===== config.mk =====
export PLATFORM = sky130hd
export DESIGN_NAME = iic_byte_seq
export DESIGN_NICKNAME = d
export VERILOG_FILES = /design/src/rtl/iic_pkg.sv /design/src/rtl/iic_op_wdt.sv /design/src/rtl/iic_byte_seq.sv
export SDC_FILE = /design/constraint.sdc
export NUM_CORES = 1
export LEC_CHECK = 0
export CORE_ASPECT_RATIO = 0.75
export CORE_MARGIN = 2
export CORE_UTILIZATION = 49
export DETAILED_ROUTE_END_ITERATION = 6
export GPL_TIMING_DRIVEN = 0
export PLACE_DENSITY = 0.85
export RECOVER_POWER = 50
export SLEW_MARGIN = 20
export SYNTH_ARGS = -nofsm -noshare
export SYNTH_HDL_FRONTEND = slang
export SYNTH_HIERARCHICAL = 1
export SYNTH_SLANG_ARGS = --single-unit

===== constraint.sdc =====
create_clock -name PCLK -period 2.5 [get_ports PCLK]
set_input_delay 0.5 -clock PCLK [delete_from_list [all_inputs] [get_ports PCLK]]
set_output_delay 0.5 -clock PCLK [all_outputs]
set_load 0.05 [all_outputs]

===== src/rtl/iic_pkg.sv =====
// Shared definitions for the I2C byte sequencer: bit-engine operation codes,
// sequencer state encoding, timeout default and the latched command record.
package iic_pkg;

    // Bit-engine operation codes presented on bit_op
    localparam logic [1:0] IIC_START = 2'd0;
    localparam logic [1:0] IIC_STOP  = 2'd1;
    localparam logic [1:0] IIC_WRITE = 2'd2;
    localparam logic [1:0] IIC_READ  = 2'd3;

    // Byte sequencer FSM states
    localparam logic [2:0] ST_IDLE  = 3'd0;
    localparam logic [2:0] ST_START = 3'd1;
    localparam logic [2:0] ST_DATA  = 3'd2;
    localparam logic [2:0] ST_ACK   = 3'd3;
    localparam logic [2:0] ST_STOP  = 3'd4;
    localparam logic [2:0] ST_RESP  = 3'd5;

    // Default per-operation timeout in clock cycles (0 disables the watchdog)
    localparam int unsigned IIC_TOUT_CYC_DEFAULT = 1023;

    // Command fields captured at acceptance and held for the whole byte
    typedef struct packed {
        logic       start;
        logic       stop;
        logic       read;
        logic       nack;
        logic [7:0] wdata;
    } iic_cmd_t;

    // Counter width able to hold a reload value of tout-1
    function automatic int unsigned wdt_width(input int unsigned tout);
        return (tout < 2) ? 1 : $clog2(tout);
    endfunction

endpackage


===== src/rtl/iic_op_wdt.sv =====
// Per-operation watchdog: a loadable down-counter that flags expiry once it
// has sat at zero while enabled. A load always wins over counting.
module iic_op_wdt
    import iic_pkg::*;
#(
    parameter int unsigned W = 10
) (
    input  logic         clk,
    input  logic         rst_n,
    input  logic         load,
    input  logic [W-1:0] load_val,
    input  logic         en,
    output logic         expired
);

    logic [W-1:0] cnt_reg;

    // Reload on a new operation, otherwise count down towards zero while enabled
    always_ff @(posedge clk or negedge rst_n) begin
        if (!rst_n) begin
            cnt_reg <= '0;
        end else if (load) begin
            cnt_reg <= load_val;
        end else if (en && (cnt_reg != '0)) begin
            cnt_reg <= cnt_reg - W'(1);
        end
    end

    assign expired = en && (cnt_reg == '0);

endmodule


===== src/rtl/iic_byte_seq.sv =====
// Byte-level I2C transaction sequencer. Turns one byte command into the
// START / 8 data bits / ACK / STOP bit operations for the bit engine and
// returns a single response pulse with read data and status flags.
module iic_byte_seq
    import iic_pkg::*;
#(
    parameter int unsigned TOUT_CYC = IIC_TOUT_CYC_DEFAULT
) (
    input  logic       PCLK,
    input  logic       PRESETn,
    // command port from the register front-end
    input  logic       cmd_valid,
    output logic       cmd_ready,
    input  logic       cmd_start,
    input  logic       cmd_stop,
    input  logic       cmd_read,
    input  logic       cmd_nack,
    input  logic [7:0] cmd_wdata,
    // bit-engine request port
    output logic       bit_req,
    output logic [1:0] bit_op,
    output logic       bit_wdat,
    input  logic       bit_done,
    input  logic       bit_rdat,
    input  logic       bit_arblost,
    // response port
    output logic       rsp_valid,
    output logic [7:0] rsp_rdata,
    output logic       rsp_nack,
    output logic       rsp_arblost,
    output logic       rsp_err,
    output logic       busy
);

    localparam int unsigned       WDT_W    = wdt_width(TOUT_CYC);
    localparam logic [WDT_W-1:0]  WDT_LOAD = WDT_W'(TOUT_CYC - 1);
    localparam logic              WDT_ON   = (TOUT_CYC != 0);

    logic [2:0] state_reg,    state_next;
    logic [2:0] cnt_reg,      cnt_next;
    iic_cmd_t   cmd_reg,      cmd_next;
    logic       bit_req_reg,  bit_req_next;
    logic [1:0] bit_op_reg,   bit_op_next;
    logic       bit_wdat_reg, bit_wdat_next;
    logic [7:0] rdata_reg,    rdata_next;
    logic       nack_reg,     nack_next;
    logic       arb_reg,      arb_next;
    logic       err_reg,      err_next;
    logic       busy_reg,     busy_next;

    logic       wdt_load;
    logic       wdt_expired;
    logic       done_ok;
    logic [2:0] cnt_dec;

    // Completions only count against an outstanding request
    assign done_ok = bit_done && bit_req_reg;
    assign cnt_dec = cnt_reg - 3'd1;

    iic_op_wdt #(
        .W (WDT_W)
    ) u_wdt (
        .clk      (PCLK),
        .rst_n    (PRESETn),
        .load     (wdt_load),
        .load_val (WDT_LOAD),
        .en       (bit_req_reg && WDT_ON),
        .expired  (wdt_expired)
    );

    // Next-state logic: sequences the bit operations of one byte command
    always_comb begin
        state_next    = state_reg;
        cnt_next      = cnt_reg;
        cmd_next      = cmd_reg;
        bit_req_next  = bit_req_reg;
        bit_op_next   = bit_op_reg;
        bit_wdat_next = bit_wdat_reg;
        rdata_next    = rdata_reg;
        nack_next     = nack_reg;
        arb_next      = arb_reg;
        err_next      = err_reg;
        busy_next     = busy_reg;
        wdt_load      = 1'b0;

        case (state_reg)
            ST_IDLE: begin
                if (cmd_valid) begin
                    cmd_next.start = cmd_start;
                    cmd_next.stop  = cmd_stop;
                    cmd_next.read  = cmd_read;
                    cmd_next.nack  = cmd_nack;
                    cmd_next.wdata = cmd_wdata;
                    rdata_next     = 8'h00;
                    nack_next      = 1'b0;
                    arb_next       = 1'b0;
                    err_next       = 1'b0;
                    if (cmd_start) begin
                        state_next    = ST_START;
                        bit_req_next  = 1'b1;
                        bit_op_next   = IIC_START;
                        bit_wdat_next = 1'b0;
                        wdt_load      = 1'b1;
                    end else if (!busy_reg) begin
                        // data byte without owning the bus is a protocol error
                        state_next = ST_RESP;
                        err_next   = 1'b1;
                    end else begin
                        state_next    = ST_DATA;
                        cnt_next      = 3'd7;
                        bit_req_next  = 1'b1;
                        bit_op_next   = cmd_read ? IIC_READ : IIC_WRITE;
                        bit_wdat_next = cmd_read ? 1'b0 : cmd_wdata[7];
                        wdt_load      = 1'b1;
                    end
                end
            end

            ST_START: begin
                if (done_ok) begin
                    busy_next     = 1'b1;
                    state_next    = ST_DATA;
                    cnt_next      = 3'd7;
                    bit_op_next   = cmd_reg.read ? IIC_READ : IIC_WRITE;
                    bit_wdat_next = cmd_reg.read ? 1'b0 : cmd_reg.wdata[7];
                    wdt_load      = 1'b1;
                end
            end

            ST_DATA: begin
                if (done_ok) begin
                    if (cmd_reg.read) begin
                        rdata_next = {rdata_reg[6:0], bit_rdat};
                    end
                    wdt_load = 1'b1;
                    if (cnt_reg == 3'd0) begin
                        // acknowledge phase: master samples on write, drives on read
                        state_next    = ST_ACK;
                        bit_op_next   = cmd_reg.read ? IIC_WRITE : IIC_READ;
                        bit_wdat_next = cmd_reg.read ? cmd_reg.nack : 1'b0;
                    end else begin
                        cnt_next      = cnt_dec;
                        bit_wdat_next = cmd_reg.read ? 1'b0 : cmd_reg.wdata[cnt_dec];
                    end
                end
            end

            ST_ACK: begin
                if (done_ok) begin
                    if (!cmd_reg.read) begin
                        nack_next = bit_rdat;
                    end
                    if (cmd_reg.stop) begin
                        state_next    = ST_STOP;
                        bit_op_next   = IIC_STOP;
                        bit_wdat_next = 1'b0;
                        wdt_load      = 1'b1;
                    end else begin
                        state_next   = ST_RESP;
                        bit_req_next = 1'b0;
                    end
                end
            end

            ST_STOP: begin
                if (done_ok) begin
                    busy_next    = 1'b0;
                    state_next   = ST_RESP;
                    bit_req_next = 1'b0;
                end
            end

            ST_RESP: begin
                state_next = ST_IDLE;
            end

            default: begin
                state_next   = ST_IDLE;
                bit_req_next = 1'b0;
            end
        endcase

        // Losing arbitration abandons the bus at once; no STOP is attempted
        if (done_ok && bit_arblost) begin
            state_next   = ST_RESP;
            bit_req_next = 1'b0;
            busy_next    = 1'b0;
            arb_next     = 1'b1;
            wdt_load     = 1'b0;
        end else if (wdt_expired && !done_ok) begin
            // Engine stalled: withdraw the request and report an error
            state_next   = ST_RESP;
            bit_req_next = 1'b0;
            busy_next    = 1'b0;
            err_next     = 1'b1;
        end
    end

    // State and output registers
    always_ff @(posedge PCLK or negedge PRESETn) begin
        if (!PRESETn) begin
            state_reg    <= ST_IDLE;
            cnt_reg      <= 3'd0;
            cmd_reg      <= '0;
            bit_req_reg  <= 1'b0;
            bit_op_reg   <= IIC_START;
            bit_wdat_reg <= 1'b0;
            rdata_reg    <= 8'h00;
            nack_reg     <= 1'b0;
            arb_reg      <= 1'b0;
            err_reg      <= 1'b0;
            busy_reg     <= 1'b0;
        end else begin
            state_reg    <= state_next;
            cnt_reg      <= cnt_next;
            cmd_reg      <= cmd_next;
            bit_req_reg  <= bit_req_next;
            bit_op_reg   <= bit_op_next;
            bit_wdat_reg <= bit_wdat_next;
            rdata_reg    <= rdata_next;
            nack_reg     <= nack_next;
            arb_reg      <= arb_next;
            err_reg      <= err_next;
            busy_reg     <= busy_next;
        end
    end

    assign cmd_ready   = (state_reg == ST_IDLE);
    assign rsp_valid   = (state_reg == ST_RESP);
    assign bit_req     = bit_req_reg;
    assign bit_op      = bit_op_reg;
    assign bit_wdat    = bit_wdat_reg;
    assign rsp_rdata   = rdata_reg;
    assign rsp_nack    = nack_reg;
    assign rsp_arblost = arb_reg;
    assign rsp_err     = err_reg;
    assign busy        = busy_reg;

endmodule


==> results of run 1 <==
-- power by group --
| group | switching (mW) | internal [mW] | total, mW |
|---|---|---|---|
| registers | 0.301 | 1.03 | 1.33 |
| clock network | 0.239 | 0.399 | 0.638 |
| logic | 1.31 | 0.904 | 2.22 |
-- kinds of logic after synthesis --
group                      count (synthesis)  share of synthesized area [%]
DFF                                       43                          43.22
buffers and inverters                     27                          4.774
other                                      2                         0.3016
and+or+nand+nor                           93                          21.46
muxes                                     17                          8.794
xor gates and xnor gates                   5                          1.759
AOI/OAI and AO/OA                         69                          18.19
adders and majority gates                  3                          1.508
-- worst min path at each step --
stage	slack, ns	startpoint	to
finish	0.19	PRESETn	cmd_reg[1]
global route	0.23	PRESETn	cmd_reg[1]
CTS	0.08	PRESETn	cmd_reg[1]
detailed placement	0.40	PRESETn	cmd_reg[1]
global placement	0.47	rsp_rdata[7]	rsp_rdata[7]
floorplan	0.20	PRESETn	bit_op[0]
-- placed cells by master (no fill, tap or decap), types with 3 or more instances in the layout --
master           Yosys  final
inv_1               14     14
o21a_1               4      4
nor2b_1              4      4
o21ai_0             21     21
o21ai_1              4      4
nand3_1              6      6
dfrtp_1             43     43
or2_2                3      3
mux2_2              11     11
clkbuf_8             0      5
conb_1               2     10
clkdlybuf4s50_1      0     32
nor4_2               2      3
nor3_1               7      6
clkbuf_1             6      9
xnor2_1              5      5
a21oi_1             13     13
a31oi_1              5      5
buf_2                5      3
nand2b_1             3      3
ha_1                 3      3
nand2_1             30     30
nor2_1              17     17
-- critical path, delay by kind of cell (launching register included) --
family	cells	cell delay [ns]
buffers and inverters	3	1.04
flip-flops	1	0.35
AND/OR/NAND/NOR	1	0.19
-- area by class of cell --
cell class              count  share of cell area [%]
multi-input cells         197                   43.12
flip-flops and latches     43                   34.72
repair buffers             37                   11.55
well taps                  60                   2.422
clock buffers               6                   2.342
plain buffers              13                   2.220
clock inverters             2                   1.938
inverters                  14                   1.696
-- what timing repair did --
item,4_1_cts,5_1_grt
gates resized for setup,4,6
buffers inserted,1,0
setup endpoints to repair,12,6
-- routing by layer --
metal / share of wire (%) / GRT usage, %
met5: 0 / 0
met4: 1.3 / 5.859
met1: 46 / 30.71
met3: 8.1 / 5.276
met2: 44 / 34.11
-- per-stage QoR --
stage               hold slack, ns  setup WS, ns  instances  cell area (sq um)  TNS, ns
floorplan                   0.2044       0.04231        267               2520        0
global placement            0.4697       -0.6785        362               2945   -13.96
detailed placement          0.4017       -0.7240        363               2960   -5.192
CTS                        0.08345       0.08733        372               3104        0
global route                0.2281       0.01600        372               3099        0
finish                      0.1901        0.1059        372               3099        0
==> results_dict.tcl, run 1 <==
set metrics [dict create \
    status "completed" \
    period_share_pct 95.76 \
    synthCells 259 \
    multi_input_area_sq_um 1336 \
    port-buffer-count 35 \
    first_pass_iters 5 \
    drc 0 \
    start_kind "register" \
    r2r-start "state_reg[0]" \
    antenna_found_initial 0 \
    critical-path-slowest-cell "dlygate4sd2_1" \
    rsz0062_at_grt "no" \
    hold_class "primary input to asynchronous set/reset pin" \
    grt.overflow.total 0 \
    synthTopCellsByCount "dfrtp_1, nand2_1, o21ai_0" \
    power_mw 4.182 \
    r2r_end "u_wdt/cnt_reg[1]" \
    synthDominantCellAreaShare_pct 43.22 \
    clk_path_buf_depth 2 \
    grt_pass1_vias 2018 \
    maxCapViolations 0 \
    ant_nets 0 \
    cts_root_buffer "clkbuf_8" \
    io_pins 36 \
    std_cell_rows 22 \
    crit_end "rsp_valid" \
    critPathMaxStageDelay_ns 0.52 \
    final-max-slew-violation-count 0 \
    critPathMaxFanout 10 \
    synth_top_cells_by_area "dfrtp_1, mux2_2, nand2_1" \
    clock-sinks 43 \
    r2r_setup_slack_ns 0.25 \
    synthFlopType "dfrtp_1" \
    die_area_sq_um 5674 \
    synthArstFlopShare_pct 100.0 \
    period_needed_ns 2.394 \
    layout-drive-gt1-share_pct 15.71 \
    post_synth_num_cell_types 60 \
    tritoncts "done" \
    grt_pass1_wl_mm 9.646 \
    fmax_ghz 0.4177 \
    p_leak_nw 1.261 \
    syn_area_sq_um 2490 \
    ys_seq_area_share_pct 43.22 \
    fin_skew_ns 0.01017 \
    clock_latency_ns 0.30 \
    regArea_sq_um 1076 \
    area_delta_synth_final_pct 24.47 \
    fill_cells 416 \
    holdBufCountCts 0 \
    gp_congestion 0.8612 \
    yosysTopAreaCell "dfrtp_1" \
    numCtsBuffers 5 \
    fin_nets 332 \
    ys_seq_elements 43 \
    synth_edf_count 0 \
    wl_per_cell_um 15.55 \
    irDropWorstVdd_uv 590.7 \
    crit_start "state_reg[2]" \
    worst_slew_pin_slew_ns 1.406 \
    start_util_pct 50.82 \
    clkTransAtPathRegs_ns 0.09 \
    finalHoldViolations 0 \
    yosysMostFrequentCell "dfrtp_1" \
    syn_avg_cell_area_sq_um 9.613 \
    end_kind "output port" \
    max_slew_margin_pct 6.236 \
    vias 2165 \
    worstPathArrival_ns 1.89 \
    drtIter0Drc 166 \
    die_h_um 65.74 \
    core_sq_um 4900 \
    crit_type "register to output port" \
    place_hpwl_mm 4.258 \
    wl_mm 5.785 \
    h-tree-depth 2 \
    die_x_um 86.31 \
    path_cells "buf_6 -> clkbuf_1 -> and2_1 -> dlygate4sd2_1" \
    largest_register_ffs 11 \
    grt.total_usage_pct 21.89 \
    grt_max_degree 32 \
    via_per_inst 5.820 \
    power_density_nw_per_um2 1349 \
    diodes 0 \
    utilization_pct 63.25 \
    worstRegToRegCells 10 \
    ys_warn_count 6 \
    worstPathRequired_ns 2.00 \
    setup_viol 0 \
]
No activity file was read; power rests on OpenSTA's default activity.
==> run 2, diff against run 1 <==
Settings changed: MAX_ROUTING_LAYER set to met4, SYNTH_HIERARCHICAL 1 to unset.
==> results_dict.tcl, run 2 <==
set metrics [dict create \
    status "completed" \
    largest_register_ffs 11 \
    end_kind "output port" \
    via_per_inst 6.014 \
    yosysTopAreaCell "dfrtp_1" \
    drtIter0Drc 233 \
    grt_pass1_vias 2092 \
    synthTopCellsByCount "dfrtp_1, nand2_1, nand3_1" \
    swShare_pct 46.08 \
    fin_skew_ns 0.01264 \
    worst_slew_pin_slew_ns 1.258 \
    tritoncts "done" \
    place_hpwl_mm 4.372 \
    fill_cells 421 \
    clock-sinks 43 \
    final-max-slew-violation-count 0 \
    drc 0 \
    hold_class "primary input to asynchronous set/reset pin" \
    stdcell_area_sq_um 3043 \
    fin_nets 327 \
    core_sq_um 4900 \
    final_cell_mix "dfrtp_1, nand2_1, clkdlybuf4s50_1" \
    irDropWorstVdd_uv 765.7 \
    grt_max_degree 29 \
    critPathMaxFanout 10 \
    vias 2207 \
    ys_warn_count 0 \
    wl_mm 6.062 \
    worstPathArrival_ns 1.90 \
    power_density_nw_per_um2 1281 \
    grt_pass1_wl_mm 10.31 \
    die_area_sq_um 5671 \
    final_common_cell "dfrtp_1" \
    utilization_pct 62.10 \
    synth_edf_count 0 \
    period_share_pct 95.88 \
    finalHoldViolations 0 \
    numCtsBuffers 5 \
    syn_area_sq_um 2489 \
    post_synth_num_cell_types 60 \
    crit_type "register to output port" \
    clock_latency_ns 0.30 \
    clkPwrFrac_pct 14.5 \
    diodes 0 \
    internal-power_mw 2.101 \
    switching_power_mw 1.796 \
    p_leak_nw 1.275 \
    h-tree-depth 2 \
    maxCapViolations 0 \
    gp_congestion 0.9126 \
    synthArstFlopShare_pct 100.0 \
    grt.overflow.total 0 \
    synth_top_cells_by_area "dfrtp_1, nand2_1, nand3_1" \
    grt.total_usage_pct 24.04 \
    io_pins 36 \
    antenna_found_initial 0 \
    start_util_pct 50.79 \
    area_delta_synth_final_pct 22.27 \
    max_slew_margin_pct 16.11 \
    yosysMostFrequentCell "dfrtp_1" \
    port-buffer-count 35 \
    first_pass_iters 5 \
    cts_root_buffer "clkbuf_8" \
    synthFlopType "dfrtp_1" \
    layout-drive-gt1-share_pct 12.05 \
    clk_path_buf_depth 2 \
    rsz0062_at_grt "no" \
    die_x_um 86.29 \
    clkTransAtPathRegs_ns 0.08 \
    wl_per_cell_um 16.52 \
    die_h_um 65.72 \
    ant_nets 0 \
    period_needed_ns 2.397 \
    worstPathRequired_ns 2.00 \
    synthCells 263 \
    start_kind "register" \
    power_mw 3.897 \
    seq_power_share_pct 30.3 \
    setup_viol 0 \
    cts_setup_buffers 0 \
    syn_nets 284 \
    fmax_ghz 0.4172 \
    synthDominantCellAreaShare_pct 43.24 \
    syn_avg_cell_area_sq_um 9.462 \
    combPwrFrac_pct 55.2 \
    std_cell_rows 22 \
    ys_seq_elements 43 \
    ys_seq_area_share_pct 43.24 \
    placed_area_sq_um 2934 \
]
## run 2: cell types whose count changed after synthesis, moves of 4 or more
cell / before / now
a21oi_1: 13 / 8
mux2_2: 11 / 3
nand2_1: 30 / 42
nand3_1: 6 / 18
nor2_1: 17 / 13
o211ai_1: 0 / 5
o21ai_0: 21 / 17
o21ai_1: 4 / 0
or3_1: 0 / 5
xnor2_1: 5 / 1
## run 2: per-layer routing
layer	part of all wire (%)	global-route usage (%)	wire, um	vias up
li1	-	-	-	1045
met1	45	33.39	2736	1058
met2	47	34.79	2830	93
met3	6.7	5.779	407	11
met4	1.4	8.203	87	0
met5	0	-	0	-
## run 2: repair_timing
action | CTS | global route
hold buffers | 0 | 0
resized for setup | 4 | 2
endpoints found under the setup margin | 2 | 1
## run 2: worst max-delay path: stages, from the launching register on
cell and delay, ns:
dfrtp_1 0.52, buf_2 0.27, clkbuf_2 0.26, and3_1 0.18, clkdlybuf4s15_2 0.37
## run 2: path summary, 6_finish.rpt
kind	start	endpoint	slack (ns)	cells past startpoint
hold reg to reg	cmd_reg[6]	cmd_reg[6]	0.48	2
setup reg to reg	state_reg[1]	rsp_err	0.23	6
setup / recovery	state_reg[2]	rsp_valid	0.10	4
min in group PCLK	cmd_reg[6]	cmd_reg[6]	0.48	2
max in group asynchronous	PRESETn	u_wdt.cnt_reg[4]	0.46	2
hold / removal	PRESETn	cmd_reg[1]	0.28	1
## run 2: layout make-up
type,instances,area (sq um),area share (%)
multi-input combinational,191,1294,42.52
sequential,43,1076,35.36
timing repair buffer,36,356.6,11.72
clock buffer,6,82.58,2.714
tap,60,75.07,2.467
inverter,17,63.81,2.097
buffer,12,60.06,1.974
clock inverter,2,35.03,1.151
## run 2: cells by family (layout without fill, tap and decap cells)
group	Yosys count	after routing	share of synthesized area [%]
AND/OR/NAND/NOR	115	115	24.33
AO/OA/AOI/OAI	62	62	20.01
flip-flops	43	43	43.24
buffers and inverters	29	73	4.977
multiplexers	9	9	5.229
adder cells (fa/ha/maj)	3	3	1.508
XOR/XNOR	2	2	0.7040
## run 2: power groups by stage
stage               Sequential, mW  Combinational (mW)  Clock, mW
floorplan                     1.49                1.21          0
global placement              1.17                2.07          0
detailed placement            1.19                2.13          0
CTS                           1.18                2.15      0.575
global route                  1.22                2.32      0.606
finish                        1.18                2.15      0.564
## run 2: per-stage QoR
step                      setup TNS (ns)  cells  setup WS [ns]  hold WS, ns
after floorplan                        0    263         0.4426       0.2044
after global placement            -8.470    358        -0.1942       0.4564
after detailed placement         -0.2194    359       -0.09800       0.4470
after CTS                              0    367       0.007576       0.1254
after global routing                   0    367        0.02542       0.3365
final                                  0    367         0.1031       0.2789
==> run 3, diff against run 2 <==
Settings changed: PLACE_DENSITY 0.85 to 0.76.
==> results_dict.tcl, run 3 (synthesis results as in run 2) <==
set metrics [dict create \
    finalHoldViolations 0 \
    numCtsBuffers 5 \
    path_cells "dlygate4sd3_1 -> or4b_1 -> o32ai_4 -> nand2_1 -> o21ai_0" \
    setup_viol 0 \
    critPathMaxStageDelay_ns 0.65 \
    worstRegToRegCells 6 \
    via_per_inst 5.781 \
    start_util_pct 50.79 \
    clock-sinks 43 \
    tritoncts "done" \
    hold_slack_ns 0.4566 \
    critical-path-slowest-cell "dlygate4sd3_1" \
    status "completed" \
    crit_family "simple AND/OR/NAND/NOR gates" \
    grt_max_degree 24 \
    std_cell_rows 22 \
    first_pass_iters 5 \
    cts_setup_buffers 0 \
    die_x_um 86.29 \
    stdcell_area_sq_um 3053 \
    io_pins 36 \
    worstPathArrival_ns 2.52 \
    utilization_pct 62.31 \
    largest_register_ffs 11 \
    drc 0 \
    r2r_end "rsp_err" \
    antenna_found_initial 0 \
    vias 2116 \
    layout-drive-gt1-share_pct 11.44 \
    final_common_cell "dfrtp_1" \
    die_area_sq_um 5671 \
    fin_skew_ns 0.007984 \
    fmax_ghz 0.4327 \
    period_needed_ns 2.311 \
    clk_path_buf_depth 2 \
    cts_root_buffer "clkbuf_8" \
    placed_area_sq_um 2942 \
    rsz0062_at_grt "no" \
    grt.total_usage_pct 22.30 \
    clkTransAtPathRegs_ns 0.08 \
    drtIter0Drc 138 \
    gp_congestion 0.9289 \
    r2r-start "state_reg[1]" \
    area_delta_synth_final_pct 22.67 \
    port-buffer-count 35 \
    hold_class "primary input to asynchronous set/reset pin" \
    clock_latency_ns 0.30 \
    die_h_um 65.72 \
    place_hpwl_mm 4.320 \
    critPathMaxFanout 9 \
    diodes 0 \
    fill_cells 410 \
    internal-power_mw 2.172 \
    grt_pass1_wl_mm 9.439 \
    end_kind "register" \
    critPathBufInv 1 \
    maxCapViolations 0 \
    worstPathRequired_ns 2.71 \
    fin_cells 366 \
    crit_type "primary input to register" \
    combPwrFrac_pct 53.7 \
    period_share_pct 92.44 \
    grt.overflow.total 0 \
    wl_mm 5.806 \
    r2r_setup_slack_ns 0.23 \
    switching_power_mw 1.775 \
    max_slew_margin_pct 15.41 \
    dp_slack_ns -0.1164 \
    worst_slew_pin_slew_ns 1.269 \
    crit_start "cmd_valid" \
    fin_ws_ns 0.1889 \
    irDropWorstVdd_uv 785.6 \
    ant_nets 0 \
    fin_nets 326 \
    final_cell_mix "dfrtp_1, nand2_1, clkdlybuf4s50_1" \
    seq_power_share_pct 29.7 \
    h-tree-depth 2 \
    p_leak_nw 1.250 \
    swShare_pct 44.96 \
    grt_pass1_vias 1883 \
    clkPwrFrac_pct 16.6 \
    start_kind "primary input" \
    wl_per_cell_um 15.86 \
    power_density_nw_per_um2 1293 \
    holdBufCountCts 0 \
    final-max-slew-violation-count 0 \
    core_sq_um 4900 \
    dp.cells 359 \
]
-- run 3: layout make-up --
type                       count  area [sq um]  area share [%]
timing repair buffer          36         375.4           12.30
sequential                    43          1076           35.25
clock inverter                 3         67.56           2.213
buffer                        11         55.05           1.803
multi-input combinational    191          1271           41.64
clock buffer                   5         68.82           2.254
tap                           60         75.07           2.459
inverter                      17         63.81           2.090
-- run 3: timing repair --
action / CTS / global route
setup endpoints to repair: 1 / 1
endpoints found under the hold margin: 0 / 0
gates resized for setup: 3 / 1
-- run 3: worst register-to-register path: stages (launching register included) --
cell and delay [ns]:
dfrtp_1 0.41, clkbuf_1 0.22, clkbuf_1 0.28, nor4b_1 0.75, o21ai_0 0.26, o21ai_0 0.13
o31ai_1 0.09
-- run 3: how the worst max path moves through the flow --
| stage | cells past startpoint | end |
|---|---|---|
| floorplan | 5 | cnt_reg[1] |
| global placement | 1 | bit_op[1] |
| detailed placement | 4 | rsp_valid |
| CTS | 3 | cmd_ready |
| global route | 6 | rsp_rdata[6] |
| finish | 5 | u_wdt.cnt_reg[2] |
-- run 3: power by group through the flow --
stage	Combinational [mW]	Sequential (mW)	Clock, mW
floorplan	1.21	1.49	0
global placement	2.10	1.17	0
detailed placement	2.13	1.18	0
CTS	2.14	1.17	0.657
global route	2.29	1.20	0.703
finish	2.12	1.17	0.656
-- run 3: metrics by stage --
step	total power [mW]	TNS (ns)
after floorplan	2.710	0
after global placement	3.270	-9.431
after detailed placement	3.310	-0.2260
after CTS	3.964	0
after global routing	4.193	0
final	3.947	0
-- run 3: per-layer routing --
metal	vias up	share of wire (%)	global-route usage, %
met5	-	0	-
met4	0	0.40	4.102
met3	2	6.4	5.151
met2	57	42	28.78
met1	1012	51	35.46
li1	1045	-	-
==> RTL change, RTL diff (flow settings as in run 3) <==
Make the reset (`PRESETn` and `rst_n`) synchronous in 2 clocked blocks.
--- a/src/rtl/iic_op_wdt.sv
+++ b/src/rtl/iic_op_wdt.sv
@@ -18,3 +18,3 @@
     // Reload on a new operation, otherwise count down towards zero while enabled
-    always_ff @(posedge clk or negedge rst_n) begin
+    always_ff @(posedge clk) begin
         if (!rst_n) begin
--- a/src/rtl/iic_byte_seq.sv
+++ b/src/rtl/iic_byte_seq.sv
@@ -199,3 +199,3 @@
     // State and output registers
-    always_ff @(posedge PCLK or negedge PRESETn) begin
+    always_ff @(posedge PCLK) begin
         if (!PRESETn) begin
Function: differs if PRESETn is asserted again (counterexample within 4 cycles, from zero or initial values and one cycle with PRESETn low); with PRESETn held inactive, the same outputs for 10 cycles.
==> RTL change against run 3 <==
Worst setup slack got worse by 0.092 ns; final area fell by 7.1%; sequential cell count did not move; power fell by 22%; sequential power fell by 14%; largest cell class unchanged; highest routed layer unchanged; via count rose by 8.9%; synthesized area fell by 7.5%; wire length rose by 2.8%; critical endpoint is now u_wdt.cnt_reg[7]$_SDFFE_PN0P_; core utilization rose by 0.82 points.
==> RTL change: results (changes against run 3) <==
| Metric | Value |
|---|---|
| Worst IR Drop VDD | `0.0005077 V (-35%)` |
| First DRT Iteration DRCs | `207 (+50%)` |
| Worst path top cell family by delay | `buffers and inverters` |
| Layout net count | `344 (+5.5%)` |
| Gpl congestion | `0.9460 (+1.8%)` |
| Most instantiated cells after synthesis | `dfxtp_1, a21oi_1, nand2_1` |
| WL met2 | `2514 µm (+3.8%)` |
| Number of nets in the synthesized netlist | `303 (+6.7%)` |
| Worst Skew | `0.01201 ns (+0.004025 ns)` |
| Sequential cell area fraction in the yosys report | `37.41% (-5.8 points)` |
| Critical path destination | `u_wdt.cnt_reg[7]$_SDFFE_PN0P_` |
| Delay of the slowest cell on the worst path | `0.60 ns (-0.05 ns)` |
| Global routing usage on met1 | `33.47% (-2.0 points)` |
| Crit path max fanout | `8 (-1)` |
| Via-per-instance ratio | `6.066 (+4.9%)` |
| Ratio of cells with drive above 1 in the final layout | `6.192% (-5.2 points)` |
| Combined area of the multi-input logic cells | `0.001331 mm² (+4.7%)` |
| Largest net degree at the start of global routing | `16 (-33%)` |
| Critical R2R Launch | `u_wdt.cnt_reg[0]$_SDFFE_PP0P_` |
| Met3 track utilization from global routing | `5.111% (-0.039 points)` |
| Share of synthesized flip-flops with an asynchronous set or reset | `0% (-100 points)` |
| Destination of the worst register-to-register timing path | `u_wdt.cnt_reg[0]$_SDFFE_PP0P_` |
| Synth Instances | `281 (+6.8%)` |
| Outcome | `complete, no violations` |
| Tap Cells | `57 (-5.0%)` |
-- RTL change: cell types whose count changed in the layout (fill, tap and decap cells not counted), moves of 6 or more --
cell and delta:
dfrtp_1 -43, dfxtp_1 +43, nand2_1 -7, o21ai_1 +7
inv_1 -6, nand2b_1 +12, a21oi_1 +27, clkdlybuf4s50_1 -12
o21ai_0 -13, dlygate4sd3_1 +13
-- RTL change: cells by family after synthesis --
| family | share of synthesized area [%] |
|---|---|
| fa+ha+maj | 2.175 |
| flops | 37.41 |
| xor+xnor | 1.903 |
| compound gates | 22.79 |
| buf+inv | 4.731 |
| mux | 4.133 |
| simple gates | 26.86 |
-- RTL change: report_power, final --
group / total (mW) / switching [mW] / internal, mW
Sequential: 1.01 / 0.157 / 0.853
Combinational: 1.52 / 0.942 / 0.577
Clock: 0.562 / 0.260 / 0.301
Total: 3.09 / 1.36 / 1.73
